$ cat src/rtl/adder_pkg.sv
// Shared constants and helpers for the pipelined lookahead adder.
// No logic, no latency.
// No flow control.
package adder_pkg;

    // Bits resolved per pipeline stage by one lookahead group.
    localparam int GROUP_W = 4;

    // Operation select as seen on the sub input.
    typedef enum logic {
        OP_ADD = 1'b0,
        OP_SUB = 1'b1
    } op_e;

    // Number of lookahead groups, which is also the pipeline depth.
    function automatic int ngroups(input int width);
        return width / GROUP_W;
    endfunction

    // Legal operand widths are whole, non-zero numbers of groups.
    function automatic bit width_ok(input int width);
        return (width >= GROUP_W) && ((width % GROUP_W) == 0);
    endfunction

endpackage

$ cat src/rtl/adder_4bit_lookahead.sv
// 4-bit carry-lookahead group adder: sum = a + b + cin with all carries flattened.
// Purely combinational, zero cycles.
// No flow control.
module adder_4bit_lookahead (
    input  logic [3:0] a,
    input  logic [3:0] b,
    input  logic       cin,
    output logic [3:0] sum,
    output logic       cout
);

    logic [3:0] p;
    logic [3:0] g;
    logic [4:0] c;

    assign p = a ^ b;
    assign g = a & b;

    // Every carry is a two-level sum of products of p/g/cin, no ripple.
    assign c[0] = cin;
    assign c[1] = g[0] | (p[0] & cin);
    assign c[2] = g[1] | (p[1] & g[0]) | (p[1] & p[0] & cin);
    assign c[3] = g[2] | (p[2] & g[1]) | (p[2] & p[1] & g[0])
                | (p[2] & p[1] & p[0] & cin);
    assign c[4] = g[3] | (p[3] & g[2]) | (p[3] & p[2] & g[1])
                | (p[3] & p[2] & p[1] & g[0])
                | (p[3] & p[2] & p[1] & p[0] & cin);

    assign sum  = p ^ c[3:0];
    assign cout = c[4];

endmodule

$ cat src/rtl/adder_pipelined_lookahead.sv
// Pipelined add/sub: one 4-bit lookahead group resolved per stage, WIDTH/4 stages.
// Latency WIDTH/4 cycles from the accepting cycle, one result per cycle.
// Global stall: whole pipe holds while out_valid && !out_ready; in_ready mirrors that.
module adder_pipelined_lookahead
    import adder_pkg::*;
#(
    parameter int WIDTH = 16
) (
    input  logic             clk,
    input  logic             rst_n,
    input  logic             in_valid,
    output logic             in_ready,
    input  logic [WIDTH-1:0] a,
    input  logic [WIDTH-1:0] b,
    input  logic             cin,
    input  logic             sub,
    output logic             out_valid,
    input  logic             out_ready,
    output logic [WIDTH-1:0] out,
    output logic             carry,
    output logic             overflow
);

    localparam int NG = ngroups(WIDTH);

    if (!width_ok(WIDTH)) begin : g_width_check
        $error("adder_pipelined_lookahead: WIDTH must be a non-zero multiple of 4");
    end

    // One pipeline record. Operand bits already consumed are zeroed so each
    // register only carries the part of a/b still waiting for its group.
    typedef struct packed {
        logic             vld;
        logic [WIDTH-1:0] res;
        logic [WIDTH-1:0] a_rem;
        logic [WIDTH-1:0] b_rem;
        logic             cy;
        logic             c_msb;
    } stage_t;

    stage_t stage_q [NG];
    stage_t entry;
    op_e    op;
    logic   adv;

    assign op       = op_e'(sub);
    assign adv      = !stage_q[NG-1].vld || out_ready;
    assign in_ready = adv;

    // Build the record entering stage 0: b inverted and carry forced for subtract.
    always_comb begin
        entry       = '0;
        entry.vld   = in_valid;
        entry.a_rem = a;
        entry.b_rem = (op == OP_SUB) ? ~b : b;
        entry.cy    = (op == OP_SUB) ? 1'b1 : cin;
    end

    for (genvar k = 0; k < NG; k++) begin : g_stage
        stage_t     src;
        stage_t     st_d;
        stage_t     st_q;
        logic [3:0] grp_sum;
        logic       grp_cout;

        if (k == 0) begin : g_src_entry
            assign src = entry;
        end else begin : g_src_prev
            assign src = stage_q[k-1];
        end

        adder_4bit_lookahead u_grp (
            .a    (src.a_rem[k*GROUP_W +: GROUP_W]),
            .b    (src.b_rem[k*GROUP_W +: GROUP_W]),
            .cin  (src.cy),
            .sum  (grp_sum),
            .cout (grp_cout)
        );

        // Fold this group's sum into the record; the MSB group also recovers
        // the carry into bit WIDTH-1 (sum ^ a ^ b') for the overflow flag.
        always_comb begin
            st_d                               = src;
            st_d.res[k*GROUP_W +: GROUP_W]     = grp_sum;
            st_d.a_rem[k*GROUP_W +: GROUP_W]   = '0;
            st_d.b_rem[k*GROUP_W +: GROUP_W]   = '0;
            st_d.cy                            = grp_cout;
            st_d.c_msb                         = 1'b0;
            if (k == NG - 1) begin
                st_d.c_msb = grp_sum[3] ^ src.a_rem[WIDTH-1] ^ src.b_rem[WIDTH-1];
            end
        end

        // Stage register: every stage shifts together on adv, holds otherwise.
        always_ff @(posedge clk or negedge rst_n) begin
            if (!rst_n) begin
                st_q <= '0;
            end else if (adv) begin
                st_q <= st_d;
            end
        end

        assign stage_q[k] = st_q;
    end

    assign out_valid = stage_q[NG-1].vld;
    assign out       = stage_q[NG-1].res;
    assign carry     = stage_q[NG-1].cy;
    assign overflow  = stage_q[NG-1].c_msb ^ stage_q[NG-1].cy;

    // Operand remnants are all-zero by the last stage.
    logic unused_rem;
    assign unused_rem = ^{stage_q[NG-1].a_rem, stage_q[NG-1].b_rem};

endmodule

$ cat config.mk
export PLATFORM = sky130hd
export DESIGN_NAME = adder_pipelined_lookahead
export DESIGN_NICKNAME = d
export VERILOG_FILES = /design/src/rtl/adder_pkg.sv /design/src/rtl/adder_4bit_lookahead.sv /design/src/rtl/adder_pipelined_lookahead.sv
export SDC_FILE = /design/constraint.sdc
export NUM_CORES = 1
export LEC_CHECK = 0
export CELL_PAD_IN_SITES_DETAIL_PLACEMENT = 0
export CELL_PAD_IN_SITES_GLOBAL_PLACEMENT = 1
export CORE_MARGIN = 2
export CORE_UTILIZATION = 42
export CTS_CLUSTER_SIZE = 28
export DETAILED_ROUTE_END_ITERATION = 16
export PLACE_DENSITY_LB_ADDON = 0.3
export SYNTH_ARGS = -nofsm -noshare
export SYNTH_HDL_FRONTEND = slang
export SYNTH_HIERARCHICAL = 1
export SYNTH_SLANG_ARGS = --single-unit
$ cat constraint.sdc
create_clock -name clk -period 2.02 [get_ports clk]
set_clock_uncertainty 0.1 [all_clocks]
set_input_delay 0.404 -clock clk [delete_from_list [all_inputs] [get_ports clk]]
set_output_delay 0.404 -clock clk [all_outputs]
set_load 0.02 [all_outputs]
=== Word level (Yosys, flattened, before mapping) ===
Index checks and enable logic that the tools add are counted.

* Flip-flop bits (word level): 97
* Input port bits: 38
* Output and inout port bits: 20
* Logic and storage cells: 143

* Muxes and demuxes: 2
* Bitwise operators: 120
* Reductions and logical operators: 2

{| class="wikitable"
|+ Operators by type and width
! operator !! number
|-
| 1-bit AND || 64
|-
| 1-bit bitwise OR || 40
|-
| 4-bit XOR || 8
|-
| 4-bit AND || 4
|-
| 16-bit 2-to-1 mux || 1
|-
| 16-bit NOT || 1
|-
| 1-bit XOR || 3
|-
| 1-bit logical NOT || 1
|-
| 1-bit logical OR || 1
|-
| 1-bit 2-to-1 mux || 1
|}

=== Longest topological paths before layout ===
* Depth in word-level cells: 8
* Depth in mapped cells: 8
* Depth with buffers taken out: 6

=== By module ===
Netlist, hierarchy kept.

{| class="wikitable"
|+ By module, submodules not included
! module !! times used !! cells each !! area each (sq um)
|-
| adder_pipelined_lookahead || 1 || 243 || 3987.6
|-
| adder_4bit_lookahead at g_stage[0].u_grp ... || 2 || 17 || 147.6
|-
| adder_4bit_lookahead at g_stage[2].u_grp ... || 2 || 13 || 132.6
|}

=== Least setup slack after synthesis ===
No wires, ideal clock.

* Kind: input to register
* Start: in sub
* End: reg g_stage[0].st_q[1] (netlist name)
* Library setup time: 125 ps
* Arrival time: 2051 ps
* Path slack: -256 ps
* Stages on the path: 8
* Buffers on the path: 2
* Path through: buf_2 -> buf_4 -> xor2_1 -> ha_1 -> a21o_1 -> a31o_1 -> a21o_1 -> mux2_2

{| class="wikitable"
|+ RTL lines
! what !! RTL line !! text
|-
| start: declaration || adder_pipelined_lookahead.sv:16 || <nowiki>input logic sub,</nowiki>
|-
| end signal: assignment || adder_pipelined_lookahead.sv:99 || <nowiki>st_q <= st_d;</nowiki>
|-
| end: declaration || adder_pipelined_lookahead.sv:62 || <nowiki>stage_t st_q;</nowiki>
|}

=== Worst setup path in the final report ===
* Start: reg g_stage[2].st_q[30] (netlist name)
* End: reg g_stage[3].st_q[0] (netlist name)

* Cells in the longest elaborated chain, start to end: 7
* Elaborated cells on any way between the ends: 10
* Those cells by class: bitwise (10)

{| class="wikitable"
|+ Ends and longest elaborated chain
! what !! RTL line !! text
|-
| start: declaration || adder_pipelined_lookahead.sv:62 ||
|-
| start signal: assignment || adder_pipelined_lookahead.sv:99 ||
|-
| 4-bit AND or 4-bit XOR (tied branches) || adder_4bit_lookahead.sv:17, adder_4bit_lookahead.sv:16 ||
|-
| 1-bit AND, on equally long branches || adder_4bit_lookahead.sv:23, adder_4bit_lookahead.sv:24 ||
|-
| 1-bit bitwise OR or 1-bit AND (tied branches) || adder_4bit_lookahead.sv:23, adder_4bit_lookahead.sv:24 ||
|-
| 1-bit bitwise OR (*) || adder_4bit_lookahead.sv:24 || <nowiki>| (p[2] & p[1] & p[0] & cin);</nowiki>
|-
| 4-bit XOR (*) || adder_4bit_lookahead.sv:29 || <nowiki>assign sum = p ^ c[3:0];</nowiki>
|-
| via g_stage[3].grp_sum[3] || adder_pipelined_lookahead.sv:63 || <nowiki>logic [3:0] grp_sum;</nowiki>
|-
| 1-bit XOR (*) (2 in series) || adder_pipelined_lookahead.sv:90 || <nowiki>st_d.c_msb = grp_sum[3] ^ src.a_rem[WIDTH-1] ^ src.b_rem[WIDTH-1];</nowiki>
|-
| end signal: assignment || adder_pipelined_lookahead.sv:99 ||
|-
| end: declaration || adder_pipelined_lookahead.sv:62 ||
|}

The timed path passes the listed nets; every way through them passes the cells marked *.
A chain may end at the register's enable or synchronous reset.

==> metrics <==
area share of the leading cell type in the synthesized netlist=between 50% and 60%; violated checks=hold timing, setup timing; Slew @ Worst Pin=530 ps; number of clock sinks seen by CTS=slightly below 100; leakage=~2.5 nW; power density over the cells=roughly 1500 mW/mm²; sequential fraction of the synthesis area=a little over half; boundary pin count=a little under 60; sequential fraction of design power=39.4%; wire length of the first global-routing pass=12,000 µm; setup repair after global routing missed its margin=true; count of antenna-violating nets left after detailed routing=0; insertion delay to the later sink of the worst-skew pair=around 360 ps; category of the worst setup path launch point=flip-flop; number of buffers on the longest clock path=2; cell type of the slowest stage on the worst timing path=dfrtp_1; largest cells by area after synthesis=dfrtp_1 53%, mux2_2 19%, mux2_4 5.9%; crit path buf inv count=0; syn_nets=roughly 360; x dimension of the die=about 110 µm; final number of setup-violating endpoints=1; number of storage elements in the synthesis netlist=97; htree depth=3; largest stage delay on the critical path=~430 ps; post-synthesis average cell area=approximately 15 µm²; total congestion overflow=0; Clock Tree Root=clkbuf_8; clock network fraction of design power=between 10 and 15%; maximum number of pins on one net before global-route repair=between 90 and 100; pre-CTS worst setup slack=-515 ps; post-synthesis cell count=around 300; number of hold-repair buffers added at the cts stage=0; outcome=finished with violations; via count of the first global-routing pass=between 2,000 and 3,000; startpoint of the worst-slack reg-to-reg timing path=g_stage[2].st_q[30]; number of pins exceeding their max-slew limit in the final report=0; fill cell total of the finished layout=897; proportion of layout cells with a drive suffix above 1=a little under two fifths; routed length per instance=~14 µm; Initial Util=a little over two fifths; GR Util All Layers=between 10% and 20%; switching share of power=approximately 32%; Crit path arrival time=between 2000 and 2500 ps; Internal Dissipation=5.70 mW; DRC marker count from the first detailed-route iteration=51; worst path required time=2170 ps; Worst-path clk slew=100 ps; detailed-route DRC error count=0; total net switching power=2.69 mW; highest ir drop seen on vdd=about 950 µV; Die H=roughly 110 µm; Die Outline Area=~0.012 mm²; biggest fanout along the worst timing path=3; # Max-Cap Violations=0; class of the most critical setup path=flip-flop to flip-flop; class of the tightest hold or removal check=primary input to asynchronous set/reset pin; final worst slack=-35.0 ps; Std-Cell Rows=37; fraction of power consumed by combinational cells=a little under half; Reg2Reg Setup Slack=-40 ps; area inside the core boundary=0.0104 mm²; final wirelength=~7000 µm; family of cells with the greatest summed delay on the critical path=compound AO/OA/AOI/OAI gates; portion of the clock cycle consumed by the worst path in the final layout=102%; Total Neg Setup Slack=-35.0 ps; number of port buffers=57; reg2reg path depth=6; r2r endpoint=g_stage[3].st_q[0]; number of buffers created by CTS=9; list of cells traversed by the critical path=ha_1 -> a21o_1 -> a31o_4 -> xor2_2 -> xor3_1 -> mux2_2; post-synthesis cell type count=18; first drt pass iteration count=3; warnings from Yosys=6; post-synthesis to final-layout area growth=19.8%; highest clock rate=about 490 MHz; routed vias=2,394; vias per cell=around 4.8; number of nets in the layout=about 420; cell area after synthesis=roughly 0.0045 mm²; WHS=-41.4 ps; min cycle time layout=around 2100 ps; initial antenna violation count=1; largest area contributor in the synthesized netlist=dfrtp_1; detailed placer's ending HPWL=~4800 µm; Slew headroom=64.7%; clock tree from TritonCTS=yes; type of destination of the critical path=flip-flop; final hold violation count=18; placer congestion estimate=approximately 0.68
flip-flops by register name (all words and copies together), names as in the netlist:
name	count
g_stage.st_q	79
out	16
carry	1
out_valid	1
layout by cell type, fill, tap and decap left out, types with 4 or more instances in the layout:
cell / netlist / routed
a21o_1: 12 / 12
a21oi_1: 4 / 4
buf_4: 17 / 13
clkbuf_8: 0 / 9
clkdlybuf4s50_1: 0 / 53
dfrtp_1: 97 / 97
fa_1: 4 / 4
ha_1: 16 / 16
inv_1: 8 / 8
mux2_2: 78 / 77
mux2_4: 18 / 19
xnor2_1: 6 / 6
xor2_1: 23 / 21
power groups by stage:
| stage | Combinational (mW) | Sequential [mW] | Clock [mW] |
|---|---|---|---|
| floorplan | 2.94 | 3.24 | 0 |
| global placement | 3.67 | 3.34 | 0 |
| detailed placement | 3.76 | 3.38 | 0 |
| CTS | 3.83 | 3.33 | 1.24 |
| global route | 4.26 | 3.45 | 1.32 |
| finish | 3.89 | 3.31 | 1.19 |
through the flow:
step	instance area (µm²)	utilization [%]	total power, mW	hold slack [ps]	instances
after floorplan	4570	-	6.17	8.41	303
final	5450	52.3	8.40	-41.4	500
after CTS	5420	52.1	8.40	3.49	498
after detailed placement	5220	50.2	7.13	373	482
after global routing	5450	52.3	9.03	12.9	499
after global placement	5220	50.2	7.01	345	482
worst register-to-register path: cells and delay by family, from the launching register on:
family	cells	cell delay [ps]
XOR/XNOR	2	410
multiplexers	1	270
flip-flops	1	430
adder cells (fa/ha/maj)	1	300
AO/OA/AOI/OAI	2	450
timing repair:
item / in CTS / in global routing
pin swaps: 1 / 0
hold endpoints to repair: 0 / 0
endpoints found under the setup margin: 8 / 2
setup buffers: 0 / 1
resized for setup: 5 / 3
how the worst max path moves through the flow:
stage | start | end | slack, ps | cells past startpoint
after floorplan | sub | g_stage[0].st_q[1] | -70 | 8
after global placement | sub | g_stage[0].st_q[1] | -460 | 7
after detailed placement | sub | g_stage[0].st_q[1] | -510 | 7
after CTS | g_stage[2].st_q[30] | g_stage[3].st_q[0] | -50 | 6
after global routing | g_stage[2].st_q[30] | g_stage[3].st_q[0] | -100 | 6
final | g_stage[2].st_q[30] | g_stage[3].st_q[0] | -40 | 6
layout make-up:
class                      count  area (µm²)  area share (%)
inverter                       8        30.0           0.551
timing repair buffer          73         726            13.3
tap                          136         170            3.12
clock buffer                   9         124            2.27
clock inverter                 7        62.6            1.15
antenna                        1        2.50          0.0459
multi-input combinational    169        1910            35.0
sequential                    97        2430            44.6
synthesized netlist by cell type:
cell type,n
dfrtp_1,97
buf_2,8
xor2_1,23
a21oi_1,4
buf_6,4
ha_1,16
fa_1,4
buf_4,17
nand2b_1,1
mux2_4,18
a31o_1,4
inv_1,8
nand2b_4,1
mux2_2,78
or2_2,1
a21o_1,12
xnor2_1,6
xor3_1,1
kinds of logic (layout without fill, tap and decap cells):
group | Yosys count | in the layout | synth area share (%)
xor gates and xnor gates | 30 | 30 | 6.11
buffers and inverters | 37 | 97 | 5.34
AOI/OAI and AO/OA | 20 | 20 | 3.19
DFF | 97 | 97 | 53.4
muxes | 96 | 96 | 25.3
other | 0 | 1 | 0
adders and majority gates | 20 | 20 | 6.16
and+or+nand+nor | 3 | 3 | 0.578
layer usage:
layer | vias up | part of all wire, % | GRT usage (%)
li1 | 1140 | - | -
met1 | 1203 | 50 | 18.8
met2 | 39 | 44 | 19.4
met3 | 12 | 4.3 | 3.19
met4 | 0 | 1.7 | 5.77
met5 | - | 0 | 0
(Power assumes the default switching activity.)
